[src/rtl/led_color_pkg.sv]
// Shared types and colour helpers for the LED colour palette RAM.
// Colours are packed {G,B,R} with G in the most significant channel.
package led_color_pkg;

  localparam int CH_W_DEF = 8;
  localparam int CH_W_MAX = 16;

  typedef logic [CH_W_MAX-1:0]   chan_t;
  typedef logic [3*CH_W_MAX-1:0] color_wide_t;

  typedef enum logic {
    INIT = 1'b0,
    IDLE = 1'b1
  } state_e;

  function automatic chan_t chan_max(input int ch_w);
    chan_t ones;
    ones = '1;
    return ones >> (CH_W_MAX - ch_w);
  endfunction

  // Channels are packed at ch_w spacing; callers keep the low 3*ch_w bits.
  function automatic color_wide_t pack_gbr(input chan_t g, input chan_t b,
                                           input chan_t r, input int ch_w);
    return (color_wide_t'(g) << (2 * ch_w)) | (color_wide_t'(b) << ch_w) | color_wide_t'(r);
  endfunction

  function automatic color_wide_t color_white(input int ch_w);
    return pack_gbr(chan_max(ch_w), chan_max(ch_w), chan_max(ch_w), ch_w);
  endfunction

  function automatic color_wide_t color_red(input int ch_w);
    return pack_gbr('0, '0, chan_max(ch_w), ch_w);
  endfunction

  function automatic color_wide_t color_off(input int ch_w);
    return pack_gbr('0, '0, '0, ch_w);
  endfunction

  function automatic color_wide_t color_green(input int ch_w);
    return pack_gbr(chan_max(ch_w), '0, '0, ch_w);
  endfunction

  function automatic color_wide_t color_teal(input int ch_w);
    return pack_gbr(chan_max(ch_w), chan_max(ch_w), '0, ch_w);
  endfunction

endpackage

[src/rtl/color_palette_ram_if.sv]
// Bus between a palette client (master) and color_palette_ram (slave).
// Handshake: a read is accepted on a rising edge where rd_req && rd_ready;
// rd_valid pulses for exactly one cycle afterwards with rd_data/rd_oor.
interface color_palette_ram_if #(
  parameter int ADDR_W = 3,
  parameter int DATA_W = 24
);
  logic              init_start;
  logic              init_busy;
  logic              wr_en;
  logic [ADDR_W-1:0] wr_addr;
  logic [DATA_W-1:0] wr_data;
  logic              rd_req;
  logic              rd_ready;
  logic [ADDR_W-1:0] rd_addr;
  logic              rd_valid;
  logic [DATA_W-1:0] rd_data;
  logic              rd_oor;

  modport master (
    output init_start, wr_en, wr_addr, wr_data, rd_req, rd_addr,
    input  init_busy, rd_ready, rd_valid, rd_data, rd_oor
  );

  modport slave (
    input  init_start, wr_en, wr_addr, wr_data, rd_req, rd_addr,
    output init_busy, rd_ready, rd_valid, rd_data, rd_oor
  );
endinterface

[src/rtl/palette_default_rom.sv]
// Combinational map from palette index to its power-on default colour.
module palette_default_rom
  import led_color_pkg::*;
#(
  parameter int CH_W   = CH_W_DEF,
  parameter int ADDR_W = 3
) (
  input  logic [ADDR_W-1:0]  idx_i,
  output logic [3*CH_W-1:0]  color_o
);

  color_wide_t wide;
  logic        unused_hi;

  always_comb begin
    wide = color_off(CH_W);
    case (idx_i)
      ADDR_W'(0): wide = color_white(CH_W);
      ADDR_W'(1): wide = color_red(CH_W);
      ADDR_W'(3): wide = color_green(CH_W);
      ADDR_W'(4): wide = color_teal(CH_W);
      default:    wide = color_off(CH_W);
    endcase
  end

  assign color_o   = wide[3*CH_W-1:0];
  assign unused_hi = ^wide;

endmodule

[src/rtl/color_palette_ram.sv]
// Palette RAM with a self-loading default table, 1-cycle read-first reads
// and out-of-range flagging; INIT walks every entry once, then serves IDLE.
module color_palette_ram
  import led_color_pkg::*;
#(
  parameter int DEPTH  = 8,
  parameter int CH_W   = CH_W_DEF,
  parameter int ADDR_W = 3
) (
  input  logic                clk,
  input  logic                rst_n,
  color_palette_ram_if.slave  bus,
  output state_e              state_o
);

  localparam int                DATA_W  = 3 * CH_W;
  localparam logic [ADDR_W-1:0] LAST    = ADDR_W'(DEPTH - 1);
  localparam logic [ADDR_W:0]   DEPTH_V = (ADDR_W + 1)'(DEPTH);

  state_e            state_q;
  logic [ADDR_W-1:0] k_q;
  logic              rd_valid_q;
  logic [DATA_W-1:0] rd_data_q;
  logic              rd_oor_q;

  logic [DATA_W-1:0] mem [DEPTH];
  logic [DATA_W-1:0] rom_color;
  logic              idle;
  logic              rd_accept;
  logic              wr_accept;
  logic              rd_in_range;

  palette_default_rom #(
    .CH_W   (CH_W),
    .ADDR_W (ADDR_W)
  ) u_rom (
    .idx_i   (k_q),
    .color_o (rom_color)
  );

  assign idle        = (state_q == IDLE);
  assign rd_in_range = ({1'b0, bus.rd_addr} < DEPTH_V);
  assign rd_accept   = idle && bus.rd_req;
  assign wr_accept   = idle && bus.wr_en && ({1'b0, bus.wr_addr} < DEPTH_V);

  always_ff @(posedge clk or negedge rst_n) begin
    if (!rst_n) begin
      state_q    <= INIT;
      k_q        <= '0;
      rd_valid_q <= 1'b0;
      rd_data_q  <= '0;
      rd_oor_q   <= 1'b0;
    end else begin
      rd_valid_q <= rd_accept;
      if (rd_accept) begin
        rd_data_q <= rd_in_range ? mem[bus.rd_addr] : '0;
        rd_oor_q  <= !rd_in_range;
      end
      case (state_q)
        INIT: begin
          if (k_q == LAST) begin
            state_q <= IDLE;
            k_q     <= '0;
          end else begin
            k_q <= k_q + 1'b1;
          end
        end
        IDLE: begin
          if (bus.init_start) begin
            state_q <= INIT;
            k_q     <= '0;
          end
        end
        default: state_q <= INIT;
      endcase
    end
  end

  // Storage has no reset; the INIT walk defines its contents.
  always_ff @(posedge clk) begin
    if (!idle) begin
      mem[k_q] <= rom_color;
    end else if (wr_accept) begin
      mem[bus.wr_addr] <= bus.wr_data;
    end
  end

  assign bus.init_busy = !idle;
  assign bus.rd_ready  = idle;
  assign bus.rd_valid  = rd_valid_q;
  assign bus.rd_data   = rd_data_q;
  assign bus.rd_oor    = rd_oor_q;
  assign state_o       = state_q;

endmodule

[src/flat_wrapper.sv]
// flat-port wrapper written by rule: the top's interface ports become plain ports
module color_palette_ram_flat import led_color_pkg::*;
#(
  parameter int DEPTH  = 8,
  parameter int CH_W   = CH_W_DEF,
  parameter int ADDR_W = 3
)
  (clk, rst_n, state_o, bus_init_start, bus_wr_en, bus_wr_addr, bus_wr_data, bus_rd_req, bus_rd_addr, bus_init_busy, bus_rd_ready, bus_rd_valid, bus_rd_data, bus_rd_oor);
  color_palette_ram_if #(.ADDR_W(ADDR_W), .DATA_W(24)) bus_i ();
  input  logic clk;
  input  logic rst_n;
  output state_e state_o;
  input wire logic [$bits(bus_i.init_start)-1:0] bus_init_start;
  input wire logic [$bits(bus_i.wr_en)-1:0] bus_wr_en;
  input wire logic [$bits(bus_i.wr_addr)-1:0] bus_wr_addr;
  input wire logic [$bits(bus_i.wr_data)-1:0] bus_wr_data;
  input wire logic [$bits(bus_i.rd_req)-1:0] bus_rd_req;
  input wire logic [$bits(bus_i.rd_addr)-1:0] bus_rd_addr;
  output wire logic [$bits(bus_i.init_busy)-1:0] bus_init_busy;
  output wire logic [$bits(bus_i.rd_ready)-1:0] bus_rd_ready;
  output wire logic [$bits(bus_i.rd_valid)-1:0] bus_rd_valid;
  output wire logic [$bits(bus_i.rd_data)-1:0] bus_rd_data;
  output wire logic [$bits(bus_i.rd_oor)-1:0] bus_rd_oor;
  assign bus_i.init_start = bus_init_start;
  assign bus_i.wr_en = bus_wr_en;
  assign bus_i.wr_addr = bus_wr_addr;
  assign bus_i.wr_data = bus_wr_data;
  assign bus_i.rd_req = bus_rd_req;
  assign bus_i.rd_addr = bus_rd_addr;
  assign bus_init_busy = bus_i.init_busy;
  assign bus_rd_ready = bus_i.rd_ready;
  assign bus_rd_valid = bus_i.rd_valid;
  assign bus_rd_data = bus_i.rd_data;
  assign bus_rd_oor = bus_i.rd_oor;
  color_palette_ram #(.DEPTH(DEPTH), .CH_W(CH_W), .ADDR_W(ADDR_W)) u_core (.clk(clk), .rst_n(rst_n), .bus(bus_i), .state_o(state_o));
endmodule
[config.mk]
export PLATFORM = sky130hd
export DESIGN_NAME = color_palette_ram_flat
export DESIGN_NICKNAME = d
export VERILOG_FILES = /design/src/rtl/led_color_pkg.sv /design/src/rtl/color_palette_ram_if.sv /design/src/rtl/palette_default_rom.sv /design/src/rtl/color_palette_ram.sv /design/src/flat_wrapper.sv
export SDC_FILE = /design/constraint.sdc
export NUM_CORES = 1
export LEC_CHECK = 0
export CAP_MARGIN = 20
export CORE_ASPECT_RATIO = 1.1
export CORE_MARGIN = 5
export CORE_UTILIZATION = 58
export DETAILED_ROUTE_END_ITERATION = 10
export PLACE_DENSITY = 0.79
export SLEW_MARGIN = 10
export SYNTH_ARGS = -nofsm -noshare
export SYNTH_HDL_FRONTEND = slang
export SYNTH_SLANG_ARGS = --single-unit
export TNS_END_PERCENT = 100
[constraint.sdc]
create_clock -name clk -period 3.5 [get_ports clk]
set_clock_uncertainty 0.15 [all_clocks]
set_input_delay 0.875 -clock clk [delete_from_list [all_inputs] [get_ports clk]]
set_output_delay 0.875 -clock clk [all_outputs]
set_load 0.01 [all_outputs]
==> metrics.md <==
| Metric | Value |
|---|---|
| Max-slew violations | 0 |
| Crit path max fanout | 15 |
| Die Footprint | 18000 um^2 |
| Critical path's top delay family | buffers and inverters |
| Yosys top cell area share | 64.7% |
| Drc violations | 0 |
| RD Place Congestion | around 0.8 |
| Instance area at placement | 9830 um^2 |
| R2R depth | 4 |
| Share of layout cells above drive strength 1 | 22.1% |
| Ports | 64 |
| Max-cap viol count | 0 |
| Crit path buffers/inverters | 2 |
| Hold Path End | u_core.bus.rd_data[1] |
| Sequential fraction of the synthesis area | 72.8% |
| WL final | about 19000 um |
| P&R area growth vs syn | 18.1% |
| Async S/R FF share, synth | 13.1% |
| Die width | 128 um |
| Post-synth EDFFs | 192 |
| RR Startpoint | u_core.bus.rd_ready |
| Port bufs | 62 |
| Pwr/cell area | 880 nW/um^2 |
| Mapped Area | 8920 um^2 |
| Fmax | 349 MHz |
| Critical Path AT | 1.84 ns |
| # hold bufs at CTS | 0 |
| Std-Cell Rows | between 40 and 50 |
| Syn Area/Cell | 17.2 um^2 |
| Clock sink count | 221 |
| Yosys warns | 0 |
| TritonCTS clock tree | done |
| Clk buf depth | 3 |
| Vias/cell | 6.05 |
| Crit path cell chain | inv_1 -> clkdlybuf4s50_1 |
| RSZ-0062 raised after global routing | no |
| Most common cell in the netlist | edfxtp_1 |
| All-Layer GR Usage | 21.8% |
| Setup crit start kind | register |
| Final nets | 637 |
| Final hold vios | 0 |
| Status | completed |
| CTS HTree Levels | 1 |
| Routed wire per std cell | 23.5 um |
| Initial antenna violation count | 0 |
| Syn Inst Count | approximately 520 |
| Routed vias | just under 5000 |
| Core Region | 15100 um^2 |
| Final min period | 2.86 ns |
| N_diodes | 0 |
| Part of the cycle the worst path needs | 81.8% |
| Worst Hold Depth | 2 |
| Top_reg_cell synth | edfxtp_1 |
| Leakage power of the design | 0.00393 uW |
| DP HPWL | 11100 um |
| Worst EP required | 2.47 ns |
| Worst-Margin Slew | 0.833 ns |
| Type of the worst setup path | reg -> out |
| Routed Antenna Nets | 0 |
| Cell variety after synth | 35 |
| Worst skew pair latency | ~0.50 ns |
| Initial Utilization | 59.2% |
| Fillers | 996 |
| Worst Setup End Kind | primary output |
| Peak VDD IR | 0.678 mV |
| Slew HR | 44.2% |
| Hold WC Path Type | reg -> reg |
| Crit path largest cell delay | 0.58 ns |
| Reg2reg end | u_core.mem[3][15] |
| Post_cts resized | 0 |
| Postcts setup bufs | 0 |
| Vias in the first global route | 5284 |
| Global route total overflow | 0 |
| Root Driver | clkbuf_16 |
| Post-synthesis net count | around 560 |
| Worst Hold Launch | u_core.bus.rd_data[1] |
| Final TNS setup | 0 ns |
| Drt first pass iters | 5 |
| R2R setup slack | about 1.2 ns |
| Pin count of the biggest net entering global routing | 34 |
| Yosys top cell by area | edfxtp_1 |
| First-pass GRT wire length | 29900 um |
| Final setup fails | 0 |
| Slowest-stage cell, CP | clkdlybuf4s50_1 |
| Clock Pin Slew Worst Setup and Hold Paths | 0.06 ns |
| CTS Buf Count | 22 |
| Number of synthesized register bits | 221 |
| Finished Cell Area | 10500 um^2 |
| Synth cell count leaders | edfxtp_1 (192), mux2_2 (48), mux2i_1 (48) |
| Drt initial violations | 381 |
| Die Y | 140 um |
| Area contributors post-synth | edfxtp_1 (65%), dfrtp_1 (8.1%), mux2_2 (6.1%) |
[worst min-delay path: stages (launching register included)]
cell	delay (ns)
dfrtp_1	0.34
nand2_1	0.05
o31ai_1	0.05
[flip-flops by register name, summed over array words and instances (netlist names)]
name                 flops
u_core.mem             192
u_core.bus.rd_valid      1
u_core.bus.rd_ready      1
u_core.bus.rd_data      24
u_core.k_q               3
[layer usage]
| metal | vias to the layer above | part of all wire, % | track usage (%) |
|---|---|---|---|
| li1 | 2195 | - | - |
| met1 | 2496 | 40 | 28.4 |
| met2 | 175 | 52 | 36.8 |
| met3 | 38 | 5.8 | 3.77 |
| met4 | 0 | 2.4 | 7.65 |
| met5 | - | 0 | 0 |
[stage by stage]
step / hold slack (ns) / worst slack [ns] / total power [uW] / utilization (%) / instances
2_1_floorplan: 0.367 / 0.441 / 5970 / - / 518
3_3_place_gp: 0.310 / 0.441 / 6880 / 65.3 / 770
3_5_place_dp: 0.321 / 0.362 / 7070 / 65.3 / 770
4_1_cts: 0.329 / 0.615 / 9310 / 69.9 / 810
5_1_grt: 0.354 / 0.520 / 9690 / 69.9 / 810
6_report: 0.327 / 0.638 / 9260 / 69.9 / 810
[how the worst max path moves through the flow]
stage | from | end | slack (ns) | cells after the start
finish | u_core.bus.rd_ready | bus_init_busy | 0.64 | 2
global route | u_core.bus.rd_ready | bus_init_busy | 0.52 | 2
CTS | u_core.bus.rd_ready | bus_init_busy | 0.61 | 2
detailed placement | bus_wr_en | u_core.mem[3][11] | 0.36 | 5
global placement | bus_wr_en | u_core.mem[3][10] | 0.44 | 5
floorplan | bus_wr_en | u_core.mem[2][0] | 0.44 | 4
[power breakdown]
| group | total (uW) | internal [uW] | leakage, uW | switching [uW] |
|---|---|---|---|---|
| Clock | 2240 | 1290 | 0.000339 | 950 |
| Sequential | 4580 | 4290 | 0.00214 | 296 |
| Combinational | 2440 | 936 | 0.00145 | 1500 |
[logic make-up after synthesis]
logic type,share of synthesized area (%)
other cells,0.0421
simple gates,2.43
compound gates,10.2
flops,72.8
fa+ha+maj,0.561
mux,11.5
buf+inv,2.53
[cells in the final DEF, fill, tap and decap left out, types with 4 or more instances in the layout]
cell type          n
o31ai_2           15
nor2_1             4
ha_1               4
a21o_1            24
inv_1              5
mux2_2            48
o22ai_1           24
a22o_1            24
o31ai_1           10
nor2_2             9
clkbuf_1           6
mux2i_1           48
clkbuf_16         23
clkdlybuf4s50_1   61
buf_4             24
dfrtp_1           29
nand2_1           28
clkinv_2           5
edfxtp_1         192
clkbuf_8           4
[cell type report]
type,count,area [um^2],share of cell area [%]
tap,196,245,2.33
clock buffer,33,653,6.20
inverter,5,18.8,0.178
multi-input combinational,260,2230,21.2
timing repair buffer,88,851,8.08
clock inverter,7,40.0,0.380
sequential,221,6490,61.7
Note: power is estimated with default switching activity, not from simulation.
